[src/rtl/fifo_pkg.sv]
// Shared types and constants for the FIFO read-side stream adapter.
package fifo_pkg;

   typedef enum logic [1:0] {
      Occ0 = 2'd0,
      Occ1 = 2'd1,
      Occ2 = 2'd2
   } occ_e;

   localparam int unsigned DefDataWidth = 8;
   localparam int unsigned DefBurstLen  = 4;

   // A one-word burst still needs a one-bit counter.
   function automatic int unsigned beat_width(input int unsigned burst_len);
      return (burst_len > 1) ? $clog2(burst_len) : 1;
   endfunction

endpackage

[src/rtl/fifo_skid_buf.sv]
// Two-entry output buffer with occupancy FSM; a parity bit per entry is kept
// when FIFO_ADAPT_PARITY_EN is defined.
module fifo_skid_buf
   import fifo_pkg::*;
#(
   parameter int unsigned DATA_WIDTH = DefDataWidth
) (
   input  logic                  clk,
   input  logic                  rst_n,
   input  logic                  push,
   input  logic [DATA_WIDTH-1:0] push_data,
   input  logic                  pop,
   output occ_e                  occ,
   output logic                  valid,
   output logic [DATA_WIDTH-1:0] data
`ifdef FIFO_ADAPT_PARITY_EN
   ,
   output logic                  parity
`endif
);

   occ_e                  occ_q, occ_d;
   logic                  head_q, head_d;
   logic                  wr_ptr;
   logic [DATA_WIDTH-1:0] mem_q [2];
   logic [DATA_WIDTH-1:0] mem_d [2];
`ifdef FIFO_ADAPT_PARITY_EN
   logic                  par_q [2];
   logic                  par_d [2];
`endif

   always_comb begin
      occ_d  = occ_q;
      head_d = head_q;
      mem_d  = mem_q;
`ifdef FIFO_ADAPT_PARITY_EN
      par_d  = par_q;
`endif
      // Free slot follows the head; in Occ2 a push can only reuse the slot being popped.
      wr_ptr = (occ_q == Occ1) ? ~head_q : head_q;
      if (push) begin
         mem_d[wr_ptr] = push_data;
`ifdef FIFO_ADAPT_PARITY_EN
         par_d[wr_ptr] = ^push_data;
`endif
      end
      if (pop) head_d = ~head_q;
      unique case ({push, pop})
         2'b10:   occ_d = (occ_q == Occ0) ? Occ1 : Occ2;
         2'b01:   occ_d = (occ_q == Occ2) ? Occ1 : Occ0;
         default: occ_d = occ_q;
      endcase
   end

   always_ff @(posedge clk) begin
      if (!rst_n) begin
         occ_q  <= Occ0;
         head_q <= 1'b0;
         mem_q  <= '{default: '0};
`ifdef FIFO_ADAPT_PARITY_EN
         par_q  <= '{default: 1'b0};
`endif
      end else begin
         occ_q  <= occ_d;
         head_q <= head_d;
         mem_q  <= mem_d;
`ifdef FIFO_ADAPT_PARITY_EN
         par_q  <= par_d;
`endif
      end
   end

   assign occ   = occ_q;
   assign valid = (occ_q != Occ0);
   assign data  = mem_q[head_q];
`ifdef FIFO_ADAPT_PARITY_EN
   assign parity = par_q[head_q];
`endif

   a_no_overflow: assert property (@(posedge clk) disable iff (!rst_n)
      !(push && !pop && (occ_q == Occ2)));

endmodule

[src/rtl/fifo_stream_adapter.sv]
// Drains a synchronous FIFO into a valid/ready stream with burst framing.
// Optional m_parity output is enabled by FIFO_ADAPT_PARITY_EN.
module fifo_stream_adapter
   import fifo_pkg::*;
#(
   parameter int unsigned DATA_WIDTH = DefDataWidth,
   parameter int unsigned BURST_LEN  = DefBurstLen
) (
   input  logic                  clk,
   input  logic                  rst_n,
   input  logic                  empty,
   input  logic [DATA_WIDTH-1:0] data_out,
   output logic                  rd_en,
   output logic                  m_valid,
   input  logic                  m_ready,
   output logic [DATA_WIDTH-1:0] m_data,
   output logic                  m_last
`ifdef FIFO_ADAPT_PARITY_EN
   ,
   output logic                  m_parity
`endif
);

   localparam int unsigned      BeatW    = beat_width(BURST_LEN);
   localparam logic [BeatW-1:0] LastBeat = BeatW'(BURST_LEN - 1);

   occ_e             occ;
   logic             pop;
   logic             inflight_q, inflight_d;
   logic [BeatW-1:0] beat_q, beat_d;
   logic [1:0]       occ_cnt;
   logic [2:0]       credit;

   always_comb begin
      pop     = m_valid && m_ready;
      occ_cnt = (occ == Occ2) ? 2'd2 : ((occ == Occ1) ? 2'd1 : 2'd0);
      // Words held or landing after this edge; pop can only occur with occ >= 1.
      credit  = {1'b0, occ_cnt} + {2'b00, inflight_q} - {2'b00, pop};
      // No pop during reset: the FIFO is clearing on the same edge.
      rd_en   = rst_n && !empty && (credit < 3'd2);
      inflight_d = rd_en;
      beat_d  = beat_q;
      if (pop) beat_d = (beat_q == LastBeat) ? '0 : beat_q + BeatW'(1);
      m_last  = m_valid && (beat_q == LastBeat);
   end

   always_ff @(posedge clk) begin
      if (!rst_n) begin
         inflight_q <= 1'b0;
         beat_q     <= '0;
      end else begin
         inflight_q <= inflight_d;
         beat_q     <= beat_d;
      end
   end

   fifo_skid_buf #(
      .DATA_WIDTH(DATA_WIDTH)
   ) u_skid (
      .clk      (clk),
      .rst_n    (rst_n),
      .push     (inflight_q),
      .push_data(data_out),
      .pop      (pop),
      .occ      (occ),
      .valid    (m_valid),
      .data     (m_data)
`ifdef FIFO_ADAPT_PARITY_EN
      ,
      .parity   (m_parity)
`endif
   );

endmodule

[config.mk]
export PLATFORM = sky130hd
export DESIGN_NAME = fifo_stream_adapter
export DESIGN_NICKNAME = d
export VERILOG_FILES = /design/src/rtl/fifo_pkg.sv /design/src/rtl/fifo_skid_buf.sv /design/src/rtl/fifo_stream_adapter.sv
export SDC_FILE = /design/constraint.sdc
export NUM_CORES = 1
export LEC_CHECK = 0
export CAP_MARGIN = 20
export CORE_UTILIZATION = 46
export CTS_BUF_LIST = sky130_fd_sc_hd__clkbuf_8
export DETAILED_ROUTE_END_ITERATION = 8
export PLACE_DENSITY = 0.76
export SYNTH_ARGS = -nofsm -noshare
export SYNTH_HDL_FRONTEND = slang
export SYNTH_SLANG_ARGS = --single-unit
[constraint.sdc]
create_clock -name clk -period 1.7 [get_ports clk]
set_input_delay 0.255 -clock clk [delete_from_list [all_inputs] [get_ports clk]]
set_output_delay 0.255 -clock clk [all_outputs]
set_load 0.02 [all_outputs]
* Yosys cells after proc, flatten, opt, wreduce, memory -nomap -nowiden
Cells that the tools add are included.
Storage, ports and cells: input bits 12, logic and storage cells 43, output and inout bits 11, flip-flop bits (word level) 22
Cells by class: eq/ne operators 5, order comparisons 4, add/subtract/negate cells 3, bitwise gates (word level) 3, reductions and logical operators 9, multiplexer cells 13
Operator list (count):
- $mux W8 | 4
- $bwmux W16 | 1
- $demux W8 S1 | 1
- $eq A2 B2 Y1 const B | 3
- $mux W2 | 3
- $logic_and A1 B1 Y1 | 5
- $eq A2 B1 Y1 const B | 2
- $ge A2 B2 Y1 const B | 2
- $not A1 Y2 | 2
- $pmux W2 S2 | 1
- $reduce_bool A2 Y1 | 2
- $add A2 B1 Y3 | 1
- $lt A3 B2 Y1 const B | 1
- $mux W1 | 3
- $sub A3 B1 Y3 | 1
- $add A2 B1 Y2 const B | 1
- $logic_not A2 Y1 | 1
- $lt A2 B1 Y1 const B | 1
- $logic_not A1 Y1 | 1
- $not A1 Y1 | 1

* Logic depth before layout (Yosys ltp)
depth in word-level cells 8, depth in mapped cells 6, depth with buffers taken out 6

* Hierarchy
A second synthesis with hierarchy kept.
Second synthesis, totals: cells, all modules 112, area, all modules 1103.6 sq um
Modules (own cells, without submodules):
- fifo_skid_buf | cells each 90, area an instance 889.6 sq um, seq. area each 380.4 sq um, instances 1
- fifo_stream_adapter | cells each 22, area an instance 214.0 sq um, seq. area each 60.1 sq um, instances 1

* Worst setup path before layout
OpenSTA, ideal clock, no wires.
path type flip-flop to output port, start point register u_skid.occ_q[0], in the netlist u_skid.occ[0], end point output port rd_en, cell stages (with the launch flop) 7, data arrival time 1.754 ns, buffers on the path 0, data required time 1.445 ns, setup slack -0.309 ns, path through dfxtp_1 -> inv_1 -> nor3_1 -> o21ai_1 -> fa_1 -> xor2_1 -> nor3_1
On the way: word-level cells in the longest chain between the ends 7, elaborated cells between the ends (all ways) 10, classes of those cells add/sub: 2; order compare: 1; eq/ne: 2; mux: 2; reduce/logical: 3
Ends and longest elaborated chain:
- from (decl) | RTL line fifo_skid_buf.sv:22 | occ_e occ_q, occ_d;
- from (signal assigned) | RTL line fifo_skid_buf.sv:57 | occ_q <= Occ0;
- from (signal assigned) | RTL line fifo_skid_buf.sv:64 | occ_q <= occ_d;
- $eq A2 B1 Y1 | RTL line fifo_stream_adapter.sv:36 | occ_cnt = (occ == Occ2) ? 2'd2 : ((occ == Occ1) ? 2'd1 : 2'd0);
- $mux W1 | RTL line fifo_stream_adapter.sv:36
- $mux W2 | RTL line fifo_stream_adapter.sv:36
- $add A2 B1 Y3 | RTL line fifo_stream_adapter.sv:38 | credit = {1'b0, occ_cnt} + {2'b00, inflight_q} - {2'b00, pop};
- $sub A3 B1 Y3 * | RTL line fifo_stream_adapter.sv:38
- $lt A3 B2 Y1 * | RTL line fifo_stream_adapter.sv:40 | rd_en = rst_n && !empty && (credit < 3'd2);
- $logic_and A1 B1 Y1 * | RTL line fifo_stream_adapter.sv:40
- to (decl) | RTL line fifo_stream_adapter.sv:13 | output logic rd_en,
Mark *: on every way between the ends. The rest lies on a longest branch, timed or not.

* Worst setup path in the final report
start point register u_skid.occ_q[1], in the netlist u_skid.occ[1], end point output port rd_en
The elaborated chain is that of the path after synthesis.

==> flow_results.org <==
** Status
- The run finished, with violations left.
- The checks that failed: negative setup slack.

** Timing
- Smallest hold slack :: roughly 0.46 ns
- For the finished layout, the period the worst path requires is 1.98 ns.
- Final Slew Violations :: 0
- After layout, the worst setup slack is -0.279 ns.
- In this run the tightest slew margin relative to its limit is 0.759.
- Timing would allow up to just over 0.5 GHz.
- Maximum clock skew at final layout :: 0.00308 ns
- Final hold violation count :: 0
- Period utilisation layout :: 1.16
- RSZ-0062 raised after global routing :: yes
- Setup-violating endpoint count in the final report :: 1
- At the pin with the least slew margin, the transition time is 0.359 ns.

** Worst setup path
- Startpoint class of the critical path :: flop
- The critical path in this run is classified as flop to output pin.
- For this run, the slowest stage of the critical path takes 0.54 ns.
- Critical Path AT :: around 1.7 ns
- The worst setup path is captured at an output pin.
- Critical path required time :: roughly 1.4 ns
- Critical Path Fanout Max :: 4
- Crit path cell chain :: nor3_2 -> o21ai_1 -> fa_2 -> nand2_2 -> nor3_4 -> buf_6
- Among all stages on the critical path, the largest delay is contributed by sky130_fd_sc_hd__fa_2.
- The kind of cell with the highest combined delay along the critical path is adder cells.
- Counting both buffers and inverters, the worst setup path holds a total of 1.

** Placed design
- Port Buf Inserts :: 22
- Total placed instance area :: between 1000 and 1500 sq um
- HPWL after detailed placement :: around 1500 microns
- Once placement completed, the tool counted placed cells totaling 167.
- The congestion estimate from routability-driven global placement came to a little under 0.7.

** Logic synthesis
- In the synthesized netlist, the number of instances is between 100 and 150.
- Of all flip-flops after synthesis, the portion carrying an async set or reset was 0.
- After synthesis the netlist holds a flip-flop and latch count of 22.
- The synthesized netlist occupies a cell area of about 1100 sq um.
- After synthesis, the netlist uses 28 different library cells.
- Post-Syn Nets :: ~120
- Yosys printed 0 warnings.
- Among all flip-flop cells after synthesis, the most frequent one is sky130_fd_sc_hd__dfxtp_1.
- The average instance in the mapped netlist occupies between 9 and 10 sq um.
- Sequential fraction of the synthesis area :: 0.413
- Yosys mapped a number of flops with a built-in enable equal to 0.

** Floorplanning
- Core Area :: 2190 sq um
- Die Wd :: around 50 microns
- Initial cell density of the core :: 0.487
- Die Y-Extent :: about 50 microns
- Number of placement rows :: 17
- Total die area :: between 2000 and 3000 sq um
- Pin placement for this block handled 23 I/O pins.

** Final layout
- Layout net count :: between 150 and 200
- Area growth syn-to-layout :: 39.9%
- Commonest non-fill, non-tap cell in the layout :: sky130_fd_sc_hd__nand2_1
- In the layout the commonest cells are 25 x sky130_fd_sc_hd__nand2_1, 19 x sky130_fd_sc_hd__dfxtp_1, 17 x sky130_fd_sc_hd__mux2i_1.
- Final standard cell count with taps included and fillers excluded :: about 170
- The repair_antennas step left the layout with diodes totalling 0.
- In the final layout, the share of cells above drive strength 1 is 0.255.
- The finished cells cover 1490 sq um.

** Global route
- Via count of the first global-routing pass :: 882
- Across every metal layer, demand over resource in global routing totals 0.198.
- Overflow left after global routing :: 0
- The number of antenna violations at the first check in global routing came to 0.
- Entering global routing, the biggest net connects 30 pins.
- First-pass GRT wire length :: 3700 microns

** Drt
- First drt pass iteration count :: 4
- The highest layer touched by signal routing is met4.
- DR WL met3 :: 93 microns
- DR vias :: 866
- In this run, the number of DRC markers left after iteration 0 of detailed routing was 15.
- Average via count per standard cell :: about 5
- Antenna violation net count after detailed routing :: 0
- Aggregate routed wire length :: 2090 microns
- In the routed design, unresolved DRC markers number 0.
- WL met1 :: around 940 microns
- In the final routed layout, each cell accounts on average for 12.1 microns.
- After detailed routing, the met2 layer carries around 1000 microns of wire.

** Power
- Pwr dens :: between 700 and 800 nW/um^2
- Standby leakage power :: between 0.6 and 0.7 nW
- IR analysis of the VDD net gives a maximum drop of ~0.63 mV.

** Min path
- The path class of the tightest hold or removal check is flop to flop.

** Clocking
- Clock latency on the worst-skew pair, taken at its later pin, is between 0.2 and 0.3 ns.
- Clock-pin slew on the worst setup and hold paths :: 0.08 ns
- Counting every sink on the clock net gives 22.
- Worst-case clock buffer depth :: 2
- CTS buffer count :: 3
- CTS placed an instance of sky130_fd_sc_hd__clkbuf_8 at the clock tree root.
- After clock tree synthesis, the flow added hold-fix buffers numbering 0.
- TritonCTS built the clock tree.
- Number of H-tree branching levels :: 1

** Flow run
- Across the run, the number of max-cap violations was 0.
metrics by stage:
stage / setup TNS [ns] / setup slack, ns / utilization / power, mW
after floorplan: -0.0204 / -0.0204 / - / 0.698
after global placement: -1.16 / -0.907 / 0.654 / 0.792
after detailed placement: -1.25 / -0.947 / 0.654 / 0.800
after CTS: -0.298 / -0.298 / 0.676 / 1.16
after global routing: -0.360 / -0.360 / 0.681 / 1.21
final: -0.279 / -0.279 / 0.681 / 1.15
worst paths after layout:
check | end | start | slack, ns | cells after the start
worst min-delay path | u_skid.mem_q[0] | u_skid.mem_q[0] | 0.46 | 2
worst max-delay path | rd_en | u_skid.occ[1] | -0.28 | 6
worst min register to register | u_skid.mem_q[0] | u_skid.mem_q[0] | 0.46 | 2
worst max register to register | u_skid.mem_q[9] | u_skid.occ[0] | 0.13 | 5
cells in the mapped netlist (2+ instances only):
cell | count | area [sq um]
sky130_fd_sc_hd__nand2_1 | 26 | 97.6
sky130_fd_sc_hd__dfxtp_1 | 22 | 440
sky130_fd_sc_hd__mux2i_1 | 17 | 170
sky130_fd_sc_hd__mux2_1 | 5 | 56.3
sky130_fd_sc_hd__mux2_2 | 4 | 45.0
sky130_fd_sc_hd__and2_1 | 3 | 18.8
sky130_fd_sc_hd__clkbuf_1 | 3 | 11.3
sky130_fd_sc_hd__nor3_1 | 3 | 15.0
sky130_fd_sc_hd__o21ai_1 | 3 | 15.0
sky130_fd_sc_hd__a21boi_1 | 2 | 15.0
sky130_fd_sc_hd__inv_1 | 2 | 7.51
sky130_fd_sc_hd__nand2b_1 | 2 | 12.5
sky130_fd_sc_hd__nor2b_1 | 2 | 12.5
sky130_fd_sc_hd__xnor2_1 | 2 | 17.5
metal layers:
| layer | up-vias | GRT usage |
|---|---|---|
| li1 | 436 | - |
| met1 | 401 | 0.230 |
| met2 | 24 | 0.340 |
| met3 | 5 | 0.0364 |
| met4 | 0 | 0.105 |
| met5 | - | 0 |
where the power goes:
group	leakage, nW	switching, mW	total [mW]	internal, mW
combinational	0.470	0.107	0.226	0.119
sequential	0.181	0.0147	0.555	0.540
clock	0.0288	0.163	0.369	0.206
total	0.680	0.284	1.15	0.866
registers in the layout (all words and copies together), names as in the netlist:
name	count
u_skid.head_q	1
inflight_q	1
beat_q	2
u_skid.mem_q	16
u_skid.occ	2
tightest hold or removal path, cell delays in order, from the launching register on:
cell	delay [ns]
sky130_fd_sc_hd__dfxtp_1	0.32
sky130_fd_sc_hd__nand2_1	0.05
sky130_fd_sc_hd__mux2i_1	0.05
cells by family after synthesis:
kind of cell	after synthesis	share of synthesized area
AND/OR/NAND/NOR	42	0.184
multiplexers	27	0.276
flip-flops	22	0.413
AO/OA/AOI/OAI	7	0.0387
buffers and inverters	7	0.0329
XOR/XNOR	3	0.0247
adder cells (fa/ha/maj)	2	0.0305
repair_timing:
item | 4_1_cts | 5_1_grt
endpoints found under the setup margin | 12 | 3
pin swaps | 3 | 0
buffers inserted | 0 | 2
cloned | 0 | 0
resized for setup | 19 | 2
final cells by class:
class                   instances  area [sq um]
clock buffers                   4          55.1
multi-input cells              81           622
inverters                       2          7.51
fillers                       183           699
repair buffers                 36           325
well taps                      28          35.0
flip-flops and latches         22           447
Power figures use the tool's default switching activity.
